[src/rtl/seven_seg_scan_driver.sv]
// Time-multiplexed 4-digit hex driver for a common-anode, active-low 7-segment display.
// The count is latched once per frame so that every digit in a frame comes from the same value.
module seven_seg_scan_driver #(
    parameter int REFRESH_DIV = 100000,
    parameter int GUARD       = 4,
    parameter bit BLANK_LZ    = 1'b1
) (
    input  logic        clk,
    input  logic        reset,
    input  logic [15:0] count,
    input  logic        enable,
    output logic [3:0]  an,
    output logic [6:0]  seg,
    output logic        dp
);

    localparam int            PW      = (REFRESH_DIV > 1) ? $clog2(REFRESH_DIV) : 1;
    localparam logic [PW-1:0] P_LAST  = PW'(REFRESH_DIV - 1);
    localparam logic [PW-1:0] P_GUARD = PW'(GUARD);
    localparam logic [PW-1:0] P_ONE   = PW'(1);

    logic [PW-1:0] r_p;
    logic [1:0]    r_idx;
    logic [15:0]   r_snap;
    logic [3:0]    r_an;
    logic [6:0]    r_seg;

    logic [PW-1:0] w_p_next;
    logic [1:0]    w_idx_next;
    logic [15:0]   w_snap_next;
    logic          w_slot_end;
    logic [3:0]    w_nz;
    logic [3:0]    w_blank;
    logic [3:0]    w_nib;
    logic          w_dark;
    logic [3:0]    w_an_next;
    logic [6:0]    w_seg_next;

    function automatic logic [6:0] glyph(input logic [3:0] nib);
        logic [6:0] g;
        case (nib)
            4'h0:    g = 7'b1000000;
            4'h1:    g = 7'b1111001;
            4'h2:    g = 7'b0100100;
            4'h3:    g = 7'b0110000;
            4'h4:    g = 7'b0011001;
            4'h5:    g = 7'b0010010;
            4'h6:    g = 7'b0000010;
            4'h7:    g = 7'b1111000;
            4'h8:    g = 7'b0000000;
            4'h9:    g = 7'b0010000;
            4'hA:    g = 7'b0001000;
            4'hB:    g = 7'b0000011;
            4'hC:    g = 7'b1000110;
            4'hD:    g = 7'b0100001;
            4'hE:    g = 7'b0000110;
            default: g = 7'b0001110;
        endcase
        return g;
    endfunction

    assign w_slot_end = (r_p == P_LAST);

    always_comb begin
        w_p_next    = w_slot_end ? '0 : r_p + P_ONE;
        w_idx_next  = w_slot_end ? r_idx + 2'd1 : r_idx;
        w_snap_next = (w_slot_end && (r_idx == 2'd3)) ? count : r_snap;
    end

    // Digit k is a leading zero when it and every higher nibble are zero.
    genvar gi;
    generate
        for (gi = 0; gi < 4; gi++) begin : g_digit
            assign w_nz[gi] = |w_snap_next[4*gi +: 4];
            if (gi == 0) begin : g_units
                assign w_blank[gi] = 1'b0;
            end else begin : g_upper
                assign w_blank[gi] = BLANK_LZ && !(|w_nz[3:gi]);
            end
        end
    endgenerate

    assign w_nib  = w_snap_next[{w_idx_next, 2'b00} +: 4];
    assign w_dark = (w_p_next < P_GUARD) || !enable || w_blank[w_idx_next];

    always_comb begin
        w_an_next  = 4'b1111;
        w_seg_next = 7'b1111111;
        if (!w_dark) begin
            w_an_next  = ~(4'b0001 << w_idx_next);
            w_seg_next = glyph(w_nib);
        end
    end

    // Outputs are registered from next-state values so they line up with (p, idx, snap).
    always_ff @(posedge clk or posedge reset) begin
        if (reset) begin
            r_p    <= '0;
            r_idx  <= 2'd0;
            r_snap <= 16'h0000;
            r_an   <= 4'b1111;
            r_seg  <= 7'b1111111;
        end else begin
            r_p    <= w_p_next;
            r_idx  <= w_idx_next;
            r_snap <= w_snap_next;
            r_an   <= w_an_next;
            r_seg  <= w_seg_next;
        end
    end

    assign an  = r_an;
    assign seg = r_seg;
    assign dp  = 1'b1;

endmodule

[config.mk]
export PLATFORM = sky130hd
export DESIGN_NAME = seven_seg_scan_driver
export DESIGN_NICKNAME = d
export VERILOG_FILES = /design/src/rtl/seven_seg_scan_driver.sv
export SDC_FILE = /design/constraint.sdc
export NUM_CORES = 1
export LEC_CHECK = 0
export BUFFER_PORTS_ARGS = -buffer_cell sky130_fd_sc_hd__buf_2
export CAP_MARGIN = 20
export CORE_MARGIN = 1
export CORE_UTILIZATION = 53
export CTS_BUF_LIST = sky130_fd_sc_hd__clkbuf_16
export DETAILED_ROUTE_END_ITERATION = 6
export HOLD_SLACK_MARGIN = 0.1
export PLACE_DENSITY_LB_ADDON = 0.05
export SKIP_LAST_GASP = 1
export SYNTH_ARGS = -nofsm -noshare
export SYNTH_HDL_FRONTEND = slang
export SYNTH_SLANG_ARGS = --single-unit
[constraint.sdc]
create_clock -name clk -period 3 [get_ports clk]
set_input_delay 0.9 -clock clk [delete_from_list [all_inputs] [get_ports clk]]
set_output_delay 0.9 -clock clk [all_outputs]
set_load 0.005 [all_outputs]
* Word level (Yosys, flattened, before mapping) *
Memories as Yosys holds them, arrays and structs flattened.
Cells that the tools add are included.

storage, ports and cells
  register bits = 46
  memories kept = 1
  word-level logic and storage cells = 32
  ROM bits = 112
  bits of input ports = 19
  output and inout bits = 12

memories
  name             depth  width  read ports  clocked after Yosys merged registers in  wr ports  line  source
  (no name shown)  16     7      1           0                                        0         41    case (nib)

cells by class
  mux-type cells = 7
  equality and inequality tests = 2
  shifts and indexed selects = 2
  reductions and logical operators = 10
  $add $sub $neg = 2
  $lt $le $gt $ge = 2
  bitwise operators = 1

operators with widths
  operator                 number
  $add A17 B1 Y17 const B  1
  $eq A17 B17 Y1 const B   1
  $lt A17 B3 Y1 const B    1
  $mux W17                 1
  $mux W16                 1
  $shiftx A16 B5 Y4        1
  $reduce_or A12 Y1        1
  $reduce_or A8 Y1         1
  $mux W7                  1
  $logic_not A1 Y1         4
  $mux W4                  1
  $not A4 Y4               1
  $reduce_or A4 Y1         1
  $shl A1 B2 Y4 const A    1
  $lt A2 B3 Y1 const B     1
  $add A2 B1 Y2 const B    1
  $bmux W1 S2              1
  $eq A2 B2 Y1 const B     1
  $logic_or A1 B1 Y1       2
  $mux W2                  1
  $logic_and A1 B1 Y1      1
  $mux W1                  1

* Longest topological paths before layout *
  depth after elaboration = 9
  gate-level depth with buffers = 14
  gate-level depth less buffers = 14

* Least setup slack after synthesis *
No wires, ideal clock.

  kind = reg-to-reg
  from = reg r_p[5]
  to = reg r_seg[5], in the netlist seg[5]
  cell stages (with the launch flop) = 14
  buffers on the path = 1
  period minus slack after synthesis = 3.211 ns
  slack = -0.211 ns
  arrival = 3.119 ns
  setup time = 0.092 ns
  data required time = 2.908 ns
  path through = dfrtp_1 or4b_4 or3_4 nor2_4 buf_4 nor2_1 a211oi_2 and4b_4 nor2_1 inv_1 ha_1 mux2_2 nand2_1 o311ai_1

between the ends
  longest elaborated chain between the ends = 9
  elaborated cells on any way between the ends = 20
  classes of those cells = add/sub: 1; order compare: 1; eq/ne: 1; shift: 1; mux: 6; reduce/logical: 9; memory: 1

RTL lines
  what                                                     line  source
  start: declaration                                       22    logic [PW-1:0] r_p;
  start signal: assignment                                 104   r_p <= w_p_next;
  branches (longest 8 deep; another with $add A17 B1 Y17)  --
  $mux W7 *                                                89    if (!w_dark) begin
  named net w_seg_next[5]                                  37    logic [6:0] w_seg_next;
  end signal: assignment                                   108   r_seg <= w_seg_next;
  end: declaration                                         26    logic [6:0] r_seg;

Mark *: on every way through the listed nets, which the timed path passes. The select of a mux whose other input is x is not followed.

* Worst setup path after layout *
  from = reg r_p[5]
  to = reg r_seg[6], in the netlist seg[6]

between the ends
  elaborated cells on any way between the ends = 20
  classes of those cells = add/sub: 1; order compare: 1; eq/ne: 1; shift: 1; mux: 6; reduce/logical: 9; memory: 1

RTL lines
  what                                                    line  source
  $eq A17 B17 Y1 *                                        62    assign w_slot_end = (r_p == P_LAST);
  $mux W2 *                                               66    w_idx_next = w_slot_end ? r_idx + 2'd1 : r_idx;
  named net w_idx_next[0]                                 29    logic [1:0] w_idx_next;
  branches (longest 3 deep; another with $mem_v2 Z16 W7)  --
  $mux W7 *                                               89
  named net w_seg_next[6]                                 37

Marked as above.

==> out/summary.txt <==
Post-Synth Simple-Gate Area: 18.9%
CP Capture Type: flip-flop
Status: finished, violations left
Fillers: 405
Final setup vio count: 1
DRT antenna net count: 0
R2R Path Start: r_p[5]$_DFF_PP0_
Power per cell area: 423 nW/um2
Slowest-stage cell, CP: or4b_4
Crit-path max cell delay: 0.54 ns
Port bufs: 29
Max-slew violation count: 0
H-tree depth: 2
Asr flop ratio synth: 100%
Cts bufs inserted: 5
Layout area overhead: 25.0%
Headroom to the max-slew limit: 59.2%
Post-route setup slack: -0.0245 ns
DR vias/cell: 5.66
Violated checks: negative setup slack
Vias in the first global route: 2,148
Initial antenna violation count: 0
Global-route usage over all layers: 24.9%
Syn_area_per_cell: 10.5 um2
Min cycle time layout: 3.02 ns
Crit path launch type: flip-flop
Die X: 74.8 um
Seq/Total Area, Yosys: 41.5%
Crit path DAT: 3.21 ns
Drt initial violations: 154
R2R Path End: seg[6]$_DFF_PP1_
#FFs+latches synth: 46
RSZ-0062 raised after global routing: yes
Post-synth cell types: 59
Row cnt: 26
Nets: 357
First-pass GRT wire length: 10,300 um
Multi-input logic area: 1580 um2
Mux contribution to synthesized area: 16.2%
Reg clk slew, reported paths: 0.06 ns
Die H: 74.8 um
CTS hold repair buffers: 0
Non-filler instance count after layout: 401
Synthesized cell area: 2810 um2
Post-synthesis adder-cell area fraction: 3.56%
Clock skew: 0.00601 ns
Critical Path Fanout Max: 7
Ys Warns: 0
Post-Syn Instances: 267
Period utilisation layout: 101%
Final hold vios: 0
ANT cells: 0
Synth Area in XOR/XNOR: 5.61%
Vias: 2,271
Worst Tran Pin Value: 0.606 ns
1st-pass router iterations: 4
Post-Place Cells: 388
Wirelength per Cell: 16.1 um
Crit path to: seg[6]$_DFF_PP1_
R2r setup slk: -0.02 ns
Max Root-Sink Buffers: 2
Largest net degree at the start of global routing: 21
Initial core utilization: 55.0%
Reg area: 1160 um2
Later-pin clock latency in the skew report: 0.29 ns
Number of synthesized flops with an enable pin: 0
HP Class: flip-flop to flip-flop
Synth Net Count: 294
Critical path class: flip-flop to flip-flop
DRC Markers: 0
IO Pins: 31
Sink Count: 46
Fin util: 68.8%
Peak supply drop: 0.000275 V
R2R depth: 12
RD Place Congestion: 0.951
Leak: 1.51 nW
Max Cap Violations: 0
CTS tree: done
Layout cell share with drive strength beyond 1: 40.8%
Ys flop type: dfrtp_1
CP Cell Sequence: or4b_4 -> or3_4 -> nor2_4 -> xnor2_1 -> inv_1 -> nand2_1 -> a32o_2 -> inv_1 -> ha_1 -> mux2_2 -> nand2_1 -> o311ai_0
CP required: 3.19 ns
Total gr overflow: 0
Core ar.: 5110 um2
Most frequent cells in the layout: 35 x buf_4, 35 x dfrtp_1, 29 x buf_2
DIE AREA: 5600 um2
Largest family of logic cells by synthesized area: simple AND/OR/NAND/NOR gates
Post-DP HPWL: 4820 um
Crit. Startpoint: r_p[5]$_DFF_PP0_
F_max: 331 MHz
Area fraction in compound gates after synthesis: 10.3%
Final Routed Wirelength: 6450 um
Clk root buf: clkbuf_16
what timing repair did:
item | 4_1_cts | 5_1_grt
pin swaps | 2 | 0
resized for setup | 3 | 9
setup buffers | 3 | 2
setup endpoints to repair | 3 | 11
sequential cells by signal, indices dropped and copies added (netlist names):
signal,cells
r_p,17
r_snap,16
seg,7
an,4
r_idx,2
cells by family (layout without fill, tap and decap cells):
family,after synthesis,after routing
other cells,1,1
compound gates,39,39
flops,46,46
buf+inv,24,88
simple gates,93,93
xor+xnor,18,18
fa+ha+maj,8,8
mux,38,38
metrics by stage:
step	power, mW	instance area (um2)	worst slack [ns]	hold WS, ns	setup TNS, ns
2_1_floorplan	0.738	2830	0.00889	0.433	0
3_3_place_gp	0.783	3240	0.0378	0.448	0
3_5_place_dp	0.785	3240	-0.0467	0.453	-0.0593
4_1_cts	1.49	3470	-0.0210	0.462	-0.0245
5_1_grt	1.54	3510	-0.170	0.482	-0.587
6_report	1.49	3510	-0.0245	0.459	-0.0245
critical path: cells and delay by family (launching register included):
family | cells | cell delay, ns
xor gates and xnor gates | 1 | 0.18
buffers and inverters | 2 | 0.25
adders and majority gates | 1 | 0.22
DFF | 1 | 0.38
and+or+nand+nor | 5 | 1.28
muxes | 1 | 0.26
AOI/OAI and AO/OA | 2 | 0.37
cell usage after synthesis (4+ instances only):
master | instances | share of area [%]
a21oi_1 | 5 | 0.89
clkbuf_1 | 4 | 0.53
dfrtp_1 | 35 | 31
dfstp_2 | 11 | 10
ha_1 | 8 | 3.6
inv_1 | 12 | 1.6
mux2_2 | 20 | 8.0
mux2i_1 | 14 | 5.0
nand2_1 | 20 | 2.7
nand3_1 | 16 | 2.9
nor2_1 | 23 | 3.1
nor3_1 | 5 | 0.89
o21ai_0 | 7 | 1.2
or4_1 | 5 | 1.3
xnor2_1 | 15 | 4.7
how the worst min path moves through the flow:
stage,startpoint,endpoint,slack (ns),cells past startpoint
after floorplan,r_p[0]$_DFF_PP0_,r_p[0]$_DFF_PP0_,0.43,1
after global placement,r_p[0]$_DFF_PP0_,r_p[0]$_DFF_PP0_,0.45,1
after detailed placement,r_p[0]$_DFF_PP0_,r_p[0]$_DFF_PP0_,0.45,1
after CTS,r_p[0]$_DFF_PP0_,r_p[0]$_DFF_PP0_,0.46,1
after global routing,r_p[0]$_DFF_PP0_,r_p[0]$_DFF_PP0_,0.48,1
final,r_p[0]$_DFF_PP0_,r_p[0]$_DFF_PP0_,0.46,1
per-layer routing:
| metal | track usage [%] | vias up | routed length (um) |
|---|---|---|---|
| met5 | 0 | - | 0 |
| met4 | 8.18 | 0 | 89 |
| met2 | 36.7 | 75 | 2920 |
| met3 | 4.28 | 8 | 395 |
| met1 | 37.1 | 1088 | 3050 |
| li1 | - | 1100 | - |
cell type report:
cell class,instances,share of cell area (%)
Clock buffer,5,3.56
Clock inverter,3,1.82
Inverter,13,1.46
Multi-Input combinational cell,197,44.9
Sequential cell,46,33.2
Tap cell,70,2.49
Timing Repair Buffer,67,12.6
report_power, final:
group,switching (mW),total [mW],leakage [nW],internal [mW]
logic,0.0650,0.128,0.861,0.0631
clock network,0.227,0.701,0.0915,0.474
registers,0.0102,0.656,0.553,0.646
(Power assumes the default switching activity.)
